==> src/rtl/light_show_ctrl_pkg.sv <==
// ---------------------------------------------------------------------------
// light_ctrl_pkg
//   Shared definitions for the light show controller: the display mode
//   encoding (also used on the mode output), the default colour cycle
//   length, and the mode-advance helper used by the mode button.
// ---------------------------------------------------------------------------
package light_ctrl_pkg;

  // Display mode; 2'b11 is unused and never driven.
  typedef enum logic [1:0] {
    MODE_WHITE  = 2'b00,
    MODE_MANUAL = 2'b01,
    MODE_AUTO   = 2'b10
  } mode_t;

  // Length of the selector's colour cycle.
  localparam int DEFAULT_NUM_COLOURS = 6;

  // Mode sequence on each mode button press: WHITE -> MANUAL -> AUTO -> WHITE.
  function automatic mode_t mode_advance(input mode_t cur);
    mode_t nxt;
    case (cur)
      MODE_WHITE:  nxt = MODE_MANUAL;
      MODE_MANUAL: nxt = MODE_AUTO;
      default:     nxt = MODE_WHITE;
    endcase
    return nxt;
  endfunction

endpackage

==> src/rtl/light_show_ctrl_if.sv <==
// ---------------------------------------------------------------------------
// light_show_ctrl_if
//   Bundles the user buttons and the lights-selector control lines.
//   Signals:
//     mode_btn, step_btn : user buttons (synchronous levels)
//     sel                : selector sel, 0 = white, 1 = colour
//     button             : selector button, one-cycle pulse per colour step
//     sel_rst            : selector rst, one-cycle pulse restarting the cycle
//     mode               : current display mode
//     step_idx           : current colour position
//   Modports:
//     master : the controller (reads buttons, drives selector controls)
//     slave  : the environment (drives buttons, observes controls)
// ---------------------------------------------------------------------------
interface light_show_ctrl_if;
  import light_ctrl_pkg::*;

  logic       mode_btn;
  logic       step_btn;
  logic       sel;
  logic       button;
  logic       sel_rst;
  mode_t      mode;
  logic [2:0] step_idx;

  modport master (
    input  mode_btn,
    input  step_btn,
    output sel,
    output button,
    output sel_rst,
    output mode,
    output step_idx
  );

  modport slave (
    output mode_btn,
    output step_btn,
    input  sel,
    input  button,
    input  sel_rst,
    input  mode,
    input  step_idx
  );

endinterface

==> src/rtl/light_show_ctrl_edge_pulse.sv <==
// ---------------------------------------------------------------------------
// edge_pulse
//   Rising-edge detector. rise is high in the cycle where din is 1 and was 0
//   at the previous clock. The history register resets to 0, so an input
//   already high when reset releases is reported as an edge.
//   Ports:
//     clk  : system clock
//     rst  : asynchronous active-high reset
//     din  : synchronous input level
//     rise : combinational edge indication, to be registered by the user
// ---------------------------------------------------------------------------
module edge_pulse (
  input  logic clk,
  input  logic rst,
  input  logic din,
  output logic rise
);

  logic hist_reg;

  always_ff @(posedge clk or posedge rst) begin
    if (rst) begin
      hist_reg <= 1'b0;
    end else begin
      hist_reg <= din;
    end
  end

  assign rise = din & ~hist_reg;

endmodule

==> src/rtl/light_show_ctrl.sv <==
// ---------------------------------------------------------------------------
// light_show_ctrl
//   Mode and step controller for the lights selector. Two user buttons are
//   turned into three display modes (WHITE, MANUAL, AUTO); the block owns
//   the selector's sel, button and rst inputs. All outputs are registered.
//   Ports:
//     clk : system clock, rising edge
//     rst : asynchronous active-high reset
//     bus : light_show_ctrl_if.master (buttons in, selector controls out)
//   Parameters:
//     STEP_CYCLES  : cycles between automatic steps in AUTO (>= 2)
//     IDLE_TIMEOUT : idle cycles in MANUAL before falling back to WHITE (>= 2)
//     NUM_COLOURS  : colour cycle length; step_idx wraps at this value
// ---------------------------------------------------------------------------
module light_show_ctrl
  import light_ctrl_pkg::*;
#(
  parameter int STEP_CYCLES  = 8,
  parameter int IDLE_TIMEOUT = 64,
  parameter int NUM_COLOURS  = DEFAULT_NUM_COLOURS
) (
  input logic               clk,
  input logic               rst,
  light_show_ctrl_if.master bus
);

  localparam int TICK_W = $clog2(STEP_CYCLES);
  localparam int IDLE_W = $clog2(IDLE_TIMEOUT);

  localparam logic [TICK_W-1:0] TICK_LAST = TICK_W'(STEP_CYCLES - 1);
  localparam logic [IDLE_W-1:0] IDLE_LAST = IDLE_W'(IDLE_TIMEOUT - 1);
  localparam logic [2:0]        IDX_LAST  = 3'(NUM_COLOURS - 1);

  // ---------------------------------------------------------------------
  // Button edge detection: bit 0 = mode_btn, bit 1 = step_btn
  // ---------------------------------------------------------------------
  logic [1:0] btn_raw;
  logic [1:0] btn_rise;
  logic       mode_rise;
  logic       step_rise;

  assign btn_raw = {bus.step_btn, bus.mode_btn};

  generate
    for (genvar gi = 0; gi < 2; gi++) begin : g_edge
      edge_pulse u_edge (
        .clk  (clk),
        .rst  (rst),
        .din  (btn_raw[gi]),
        .rise (btn_rise[gi])
      );
    end
  endgenerate

  assign mode_rise = btn_rise[0];
  assign step_rise = btn_rise[1];

  // ---------------------------------------------------------------------
  // State and output registers
  // ---------------------------------------------------------------------
  mode_t             mode_reg,     mode_next;
  logic              sel_reg,      sel_next;
  logic              button_reg,   button_next;
  logic              sel_rst_reg,  sel_rst_next;
  logic [2:0]        step_idx_reg, step_idx_next;
  logic [TICK_W-1:0] tick_cnt_reg, tick_cnt_next;
  logic [IDLE_W-1:0] idle_cnt_reg, idle_cnt_next;
  logic [2:0]        step_idx_inc;

  always_ff @(posedge clk or posedge rst) begin
    if (rst) begin
      mode_reg     <= MODE_WHITE;
      sel_reg      <= 1'b0;
      button_reg   <= 1'b0;
      sel_rst_reg  <= 1'b0;
      step_idx_reg <= '0;
      tick_cnt_reg <= '0;
      idle_cnt_reg <= '0;
    end else begin
      mode_reg     <= mode_next;
      sel_reg      <= sel_next;
      button_reg   <= button_next;
      sel_rst_reg  <= sel_rst_next;
      step_idx_reg <= step_idx_next;
      tick_cnt_reg <= tick_cnt_next;
      idle_cnt_reg <= idle_cnt_next;
    end
  end

  // Wrap compares against the last index so step_idx never reaches NUM_COLOURS.
  assign step_idx_inc = (step_idx_reg == IDX_LAST) ? 3'd0 : step_idx_reg + 3'd1;

  // ---------------------------------------------------------------------
  // Next-state / output logic
  // ---------------------------------------------------------------------
  always_comb begin
    mode_next     = mode_reg;
    sel_next      = sel_reg;
    button_next   = 1'b0;
    sel_rst_next  = 1'b0;
    step_idx_next = step_idx_reg;
    tick_cnt_next = tick_cnt_reg;
    idle_cnt_next = idle_cnt_reg;

    if (mode_rise) begin
      // A mode press wins over a step press or timer tick in the same
      // cycle; that step is dropped, which also keeps sel_rst and button
      // mutually exclusive.
      mode_next     = mode_advance(mode_reg);
      tick_cnt_next = '0;
      idle_cnt_next = '0;
      if (mode_next != MODE_WHITE) begin
        sel_rst_next  = 1'b1;
        step_idx_next = '0;
      end
    end else begin
      case (mode_reg)
        MODE_MANUAL: begin
          // A step press on the would-be timeout clock cancels the timeout.
          if (step_rise) begin
            button_next   = 1'b1;
            step_idx_next = step_idx_inc;
            idle_cnt_next = '0;
          end else if (idle_cnt_reg == IDLE_LAST) begin
            mode_next     = MODE_WHITE;
            idle_cnt_next = '0;
          end else begin
            idle_cnt_next = idle_cnt_reg + 1'b1;
          end
        end
        MODE_AUTO: begin
          if (tick_cnt_reg == TICK_LAST) begin
            tick_cnt_next = '0;
            button_next   = 1'b1;
            step_idx_next = step_idx_inc;
          end else begin
            tick_cnt_next = tick_cnt_reg + 1'b1;
          end
        end
        default: begin
          // WHITE: step presses ignored, step_idx holds.
        end
      endcase
    end

    // sel follows the mode that is being loaded this cycle.
    sel_next = (mode_next != MODE_WHITE);
  end

  assign bus.mode     = mode_reg;
  assign bus.sel      = sel_reg;
  assign bus.button   = button_reg;
  assign bus.sel_rst  = sel_rst_reg;
  assign bus.step_idx = step_idx_reg;

endmodule
==> src/flat_wrapper.sv <==
// flat-port wrapper written by rule: the top's interface ports become plain ports
module light_show_ctrl_flat import light_ctrl_pkg::*;
#(
  parameter int STEP_CYCLES  = 8,
  parameter int IDLE_TIMEOUT = 64,
  parameter int NUM_COLOURS  = DEFAULT_NUM_COLOURS
)
  (clk, rst, bus_mode_btn, bus_step_btn, bus_sel, bus_button, bus_sel_rst, bus_mode, bus_step_idx);
  light_show_ctrl_if bus_i ();
  input logic clk;
  input logic rst;
  input wire logic [$bits(bus_i.mode_btn)-1:0] bus_mode_btn;
  input wire logic [$bits(bus_i.step_btn)-1:0] bus_step_btn;
  output wire logic [$bits(bus_i.sel)-1:0] bus_sel;
  output wire logic [$bits(bus_i.button)-1:0] bus_button;
  output wire logic [$bits(bus_i.sel_rst)-1:0] bus_sel_rst;
  output wire logic [$bits(bus_i.mode)-1:0] bus_mode;
  output wire logic [$bits(bus_i.step_idx)-1:0] bus_step_idx;
  assign bus_i.mode_btn = bus_mode_btn;
  assign bus_i.step_btn = bus_step_btn;
  assign bus_sel = bus_i.sel;
  assign bus_button = bus_i.button;
  assign bus_sel_rst = bus_i.sel_rst;
  assign bus_mode = bus_i.mode;
  assign bus_step_idx = bus_i.step_idx;
  light_show_ctrl #(.STEP_CYCLES(STEP_CYCLES), .IDLE_TIMEOUT(IDLE_TIMEOUT), .NUM_COLOURS(NUM_COLOURS)) u_core (.clk(clk), .rst(rst), .bus(bus_i));
endmodule
==> config.mk <==
export PLATFORM = sky130hd
export DESIGN_NAME = light_show_ctrl_flat
export DESIGN_NICKNAME = d
export VERILOG_FILES = /design/src/rtl/light_show_ctrl_pkg.sv /design/src/rtl/light_show_ctrl_if.sv /design/src/rtl/light_show_ctrl_edge_pulse.sv /design/src/rtl/light_show_ctrl.sv /design/src/flat_wrapper.sv
export SDC_FILE = /design/constraint.sdc
export NUM_CORES = 1
export LEC_CHECK = 0
export ABC_AREA = 1
export CAP_MARGIN = 20
export CORE_ASPECT_RATIO = 0.9
export CORE_UTILIZATION = 57
export CTS_BUF_LIST = sky130_fd_sc_hd__clkbuf_8 sky130_fd_sc_hd__clkbuf_16
export DETAILED_ROUTE_END_ITERATION = 8
export PLACE_DENSITY = 0.92
export SYNTH_ARGS = -nofsm -noshare
export SYNTH_HDL_FRONTEND = slang
export SYNTH_SLANG_ARGS = --single-unit
==> constraint.sdc <==
create_clock -name clk -period 2.9 [get_ports clk]
set_input_delay 0.29 -clock clk [delete_from_list [all_inputs] [get_ports clk]]
set_output_delay 0.29 -clock clk [all_outputs]
set_load 0.005 [all_outputs]
# Word level (Yosys, flattened, before mapping)
# Cells that the tools add are included.
totals:
  inputBits: 4
  latch_bits: 0
  wordCells: 56
  n_memories: 0
  register_bits: 19
  rom_bits: 0
  ramBits: 0
  output_inout_bits: 8
classes:
  addsub: 3
  eq_ne: 8
  bitwise: 4
  shifts: 0
  order_cmp: 0
  n_reduce_logical: 7
  n_mux: 25
  n_mul: 0
  div: 0
op_table:
  columns: ["operator", "count"]
  rows:
  - ["$mux 3", 8]
  - ["$mux 6", 4]
  - ["$mux 2", 5]
  - ["$reduce_bool 2->1", 4]
  - ["$add 3x1->3 const B", 2]
  - ["$add 6x1->6 const B", 1]
  - ["$eq 3x3->1 const B", 2]
  - ["$eq 6x6->1 const B", 1]
  - ["$pmux 3 s2", 1]
  - ["$mux 1", 5]
  - ["$pmux 2 s2", 1]
  - ["$reduce_and 4->1", 1]
  - ["$ne 3x2->1 const B", 1]
  - ["$ne 3x3->1 const B", 1]
  - ["$reduce_bool 3->1", 1]
  - ["$and 1x1->1", 2]
  - ["$eq 2x1->1 const B", 1]
  - ["$eq 2x2->1 const B", 1]
  - ["$logic_not 2->1", 1]
  - ["$ne 2x1->1 const B", 1]
  - ["$not 1->1", 2]
  - ["$pmux 1 s2", 1]

# Longest topological paths before layout
logic_depth:
  ltp_word: 6
  ltp_mapped: 9
  depth_no_buf: 9

# By module
# A second synthesis with hierarchy kept.
hier_totals:
  hier_cells: 129
  area_unflattened_um2: 1059.8
modules_own_cells:
  columns: ["module", "instances", "seq_area_each_um2", "cells_per_inst", "area_each_um2"]
  rows:
  - ["light_show_ctrl", 1, 425.4, 121, 982.2]
  - ["edge_pulse", 2, 25.0, 4, 38.8]

# Worst setup path before layout
# OpenSTA, ideal clock, no wires.
synth_timing:
  kind: "register to register"
  startpoint: "register u_core.mode_reg[1], in the netlist u_core.bus.mode[1]"
  endpoint: "register u_core.idle_cnt_reg[5]"
  n_path_buf: 0
  stages_incl_launch_ff: 8
  setup_slack_ns: 1.623
  arrival_time_ns: 1.160
  setup_time_ns: 0.117
  period_less_slack_ns: 1.277
  required_ns: 2.783
  path_cell_list: "dfrtp_1 > inv_1 > ha_1 > inv_2 > a21oi_1 > nand4_1 > nand2_1 > nor2_1"
synth_between:
  elab_chain_cells: 2
synth_rtl:
  columns: ["element", "line_no", "text"]
  rows:
  - ["from (decl)", "light_show_ctrl.sv:61", "mode_t mode_reg, mode_next;"]
  - ["from (signal assigned)", "light_show_ctrl.sv:80", "mode_reg <= mode_next;"]
  - ["$eq 2x1->1", "light_show_ctrl.sv:117", "case (mode_reg)"]
  - ["$reduce_bool 2->1 (no line)", null, null]
  - ["to (signal assigned)", "light_show_ctrl.sv:86", "idle_cnt_reg <= idle_cnt_next;"]
  - ["to (decl)", "light_show_ctrl.sv:67", "logic [IDLE_W-1:0] idle_cnt_reg, idle_cnt_next;"]
# No other way between the ends.
# A chain may end at the register's enable or synchronous reset.

# Final worst setup path
layout_timing:
  startpoint: "register u_core.step_idx_reg[0], in the netlist u_core.bus.step_idx[0]"
  endpoint: "output bus_step_idx[0]"
layout_rtl:
  columns: ["element", "line_no", "text"]
  rows:
  - ["from (decl)", "light_show_ctrl.sv:65", "logic [2:0] step_idx_reg, step_idx_next;"]
  - ["from (signal assigned)", "light_show_ctrl.sv:84", "step_idx_reg <= step_idx_next;"]
  - ["to (decl)", "flat_wrapper.sv:18", "output wire logic [$bits(bus_i.step_idx)-1:0] bus_step_idx;"]
# No word-level cell between the ends.

==> impl_metrics.ini <==
[worst_setup_path]
reg2regPathDepth = 7
critical_path_buf_inv_count = 1
critPathKind = reg2out
rrSetupSlack_ps = 1440
r2r_start = u_core.bus.mode[1]
worstPathArrival_ps = 1280
critPathTopFamily = buffers and inverters
worst_path_largest_cell_delay_ps = 550
cpMaxStageDelayCell = clkdlybuf4s50_1
path_cells = clkdlybuf4s50_1
worstPathRequired_ps = 2610
reg2reg_to = u_core.idle_cnt_reg[5]
worst-path-max-fanout = 7
crit_path_start_kind = flop
end_kind = output port

[synth]
ys_top_cells_by_area = dfrtp_1 (47%), nand2_1 (8.9%), ha_1 (7.4%)
synthArstFlopShare_pct = 100.0
yosys_most_used_dff = dfrtp_1
synthesis.area_um2 = 1015
syn_avg_cell_area_um2 = 8.527
yosysWarnings = 0
post-synth-top-count-cell = nand2_1
seq_area_frac_synth_pct = 46.86
ys_ff_latch = 19
synth-edff-count = 0
synth_top_area_share_pct = 46.86
syn-instance-count = 119
synth_area_leader_cell = dfrtp_1
syn-num-nets = 129
yosys-top-cells-count = nand2_1 (24), dfrtp_1 (19), nor2_1 (14)
ys_types = 22

[cells_and_area]
fill_cells = 118
largest_reg_flops = 6
drive_above_1_share_pct = 14.18
final_area_um2 = 1201
postLayoutCoreUtil_pct = 72.18
nets = 145
final_cells = 158
syn_to_final_growth_pct = 18.37
diodes = 0

[placement]
pre_cts_ws_ps = 1309
gp_congestion = 0.7711
io_buffer_count = 11
dpl.cell_count = 154
hpwl_mm = 1.345
placed_area_um2 = 1155

[clock_tree]
cts_tree = done
cts_resized = 0
post-cts-setup-buffers = 0
clkSinkCount = 19
htree_levels = 1
clockRootBuffer = clkbuf_8
cts_buffer_depth = 2
clk_pin_slew_ps = 70
cts-buffers-inserted = 3
clk_latency_ps = 250
ctsHoldBuffers = 0

[sta]
skew_ps = 2.837
clock.fmax_mhz = 638.5
report.final.hold_viol_count = 0
rsz0062_at_grt = no
holdWs_ps = 447.6
fin_crit_ps = 1566
slew_headroom_pct = 52.70
worst_pin_slew_ps = 708.7
setup_tns_ps = 0
fin_crit_sh_pct = 54.01
slew_viol_final = 0
setup_viol = 0
fin_ws_ps = 1334

[floorplanning]
core_area_um2 = 1664
rows = 14
start_util_pct = 60.98
die_x_um = 46.48
ioPinCount = 12
die-area_um2 = 1953
die-height_um = 42.03

[routing]
wl_mm = 1.979
first_pass_iters = 4
num_vias = 842
post_drt_wl_per_cell_um = 12.53
drc = 0
drtIter0Drc = 20
vias_per_cell = 5.329
ant_nets = 0

[global_route]
grt_pass1_vias = 773
grtUsageTotal_pct = 24.10
overflow = 0
grt_start_max_net_pins = 20
antenna_found_initial = 0
grt_pass1_wl_mm = 3.353

[power]
powerDensity_nw_per_um2 = 803.8
irDropWorstVdd_v = 0.0004508
power.total_mw = 0.9655
p_leak_nw = 0.6280

[outcome]
outcome = complete, no violations

[min_path]
hp-class = in2async

[run]
maxCapViolations = 0
kinds of logic after synthesis:
group           Yosys count  synth area share, %
xor+xnor                  3                2.590
simple gates             61                29.47
flops                    19                46.86
compound gates           12                7.029
buf+inv                  18                6.659
fa+ha+maj                 6                7.398
placed cells by master, fill, tap and decap left out:
cell              n
nand2_1          24
dfrtp_1          19
nor2_1           14
inv_1            13
clkdlybuf4s50_1  11
nand3_1          10
ha_1              6
inv_2             5
nand2_2           4
o21ai_1           4
a21oi_1           3
clkbuf_8          3
nand3_2           2
a22o_1            2
xnor2_1           2
nor2_4            2
nand3b_1          2
nand2_4           1
nor2_2            1
o21ai_0           1
o22ai_1           1
a21o_1            1
xor2_1            1
nand4_1           1
clkinv_2          1
report_power, final:
part           internal, mW  switching [mW]  total, mW  leakage (nW)
logic                 0.178           0.210      0.388         0.354
clock network        0.0955          0.0874      0.183        0.0255
registers             0.330          0.0644      0.395         0.249
layer usage:
| metal | routed length (um) | global-route usage (%) | vias to the layer above |
|---|---|---|---|
| met1 | 902 | 34.38 | 393 |
| met5 | 0 | 0 | - |
| met3 | 123 | 4.741 | 5 |
| met4 | 30 | 11.18 | 0 |
| li1 | - | - | 409 |
| met2 | 922 | 34.72 | 35 |
how the worst max path moves through the flow:
stage / endpoint / depth (start not counted) / start
after CTS: bus_step_idx[0] / 1 / u_core.bus.step_idx[0]
after detailed placement: u_core.bus.step_idx[0] / 9 / bus_mode_btn
after global placement: u_core.bus.step_idx[1] / 8 / bus_mode_btn
after floorplan: u_core.idle_cnt_reg[5] / 7 / u_core.bus.mode[1]
final: bus_step_idx[0] / 1 / u_core.bus.step_idx[0]
after global routing: u_core.idle_cnt_reg[5] / 7 / u_core.bus.mode[1]
final cells by class:
type / instances / area (um^2) / area share, %
clock inverter: 1 / 5.005 / 0.4167
clock buffer: 3 / 41.29 / 3.438
timing repair buffer: 11 / 110.1 / 9.167
tap: 24 / 30.03 / 2.500
sequential: 19 / 475.5 / 39.58
inverter: 18 / 67.56 / 5.625
multi-input combinational: 82 / 471.7 / 39.27
No activity file was read; power rests on OpenSTA's default activity.
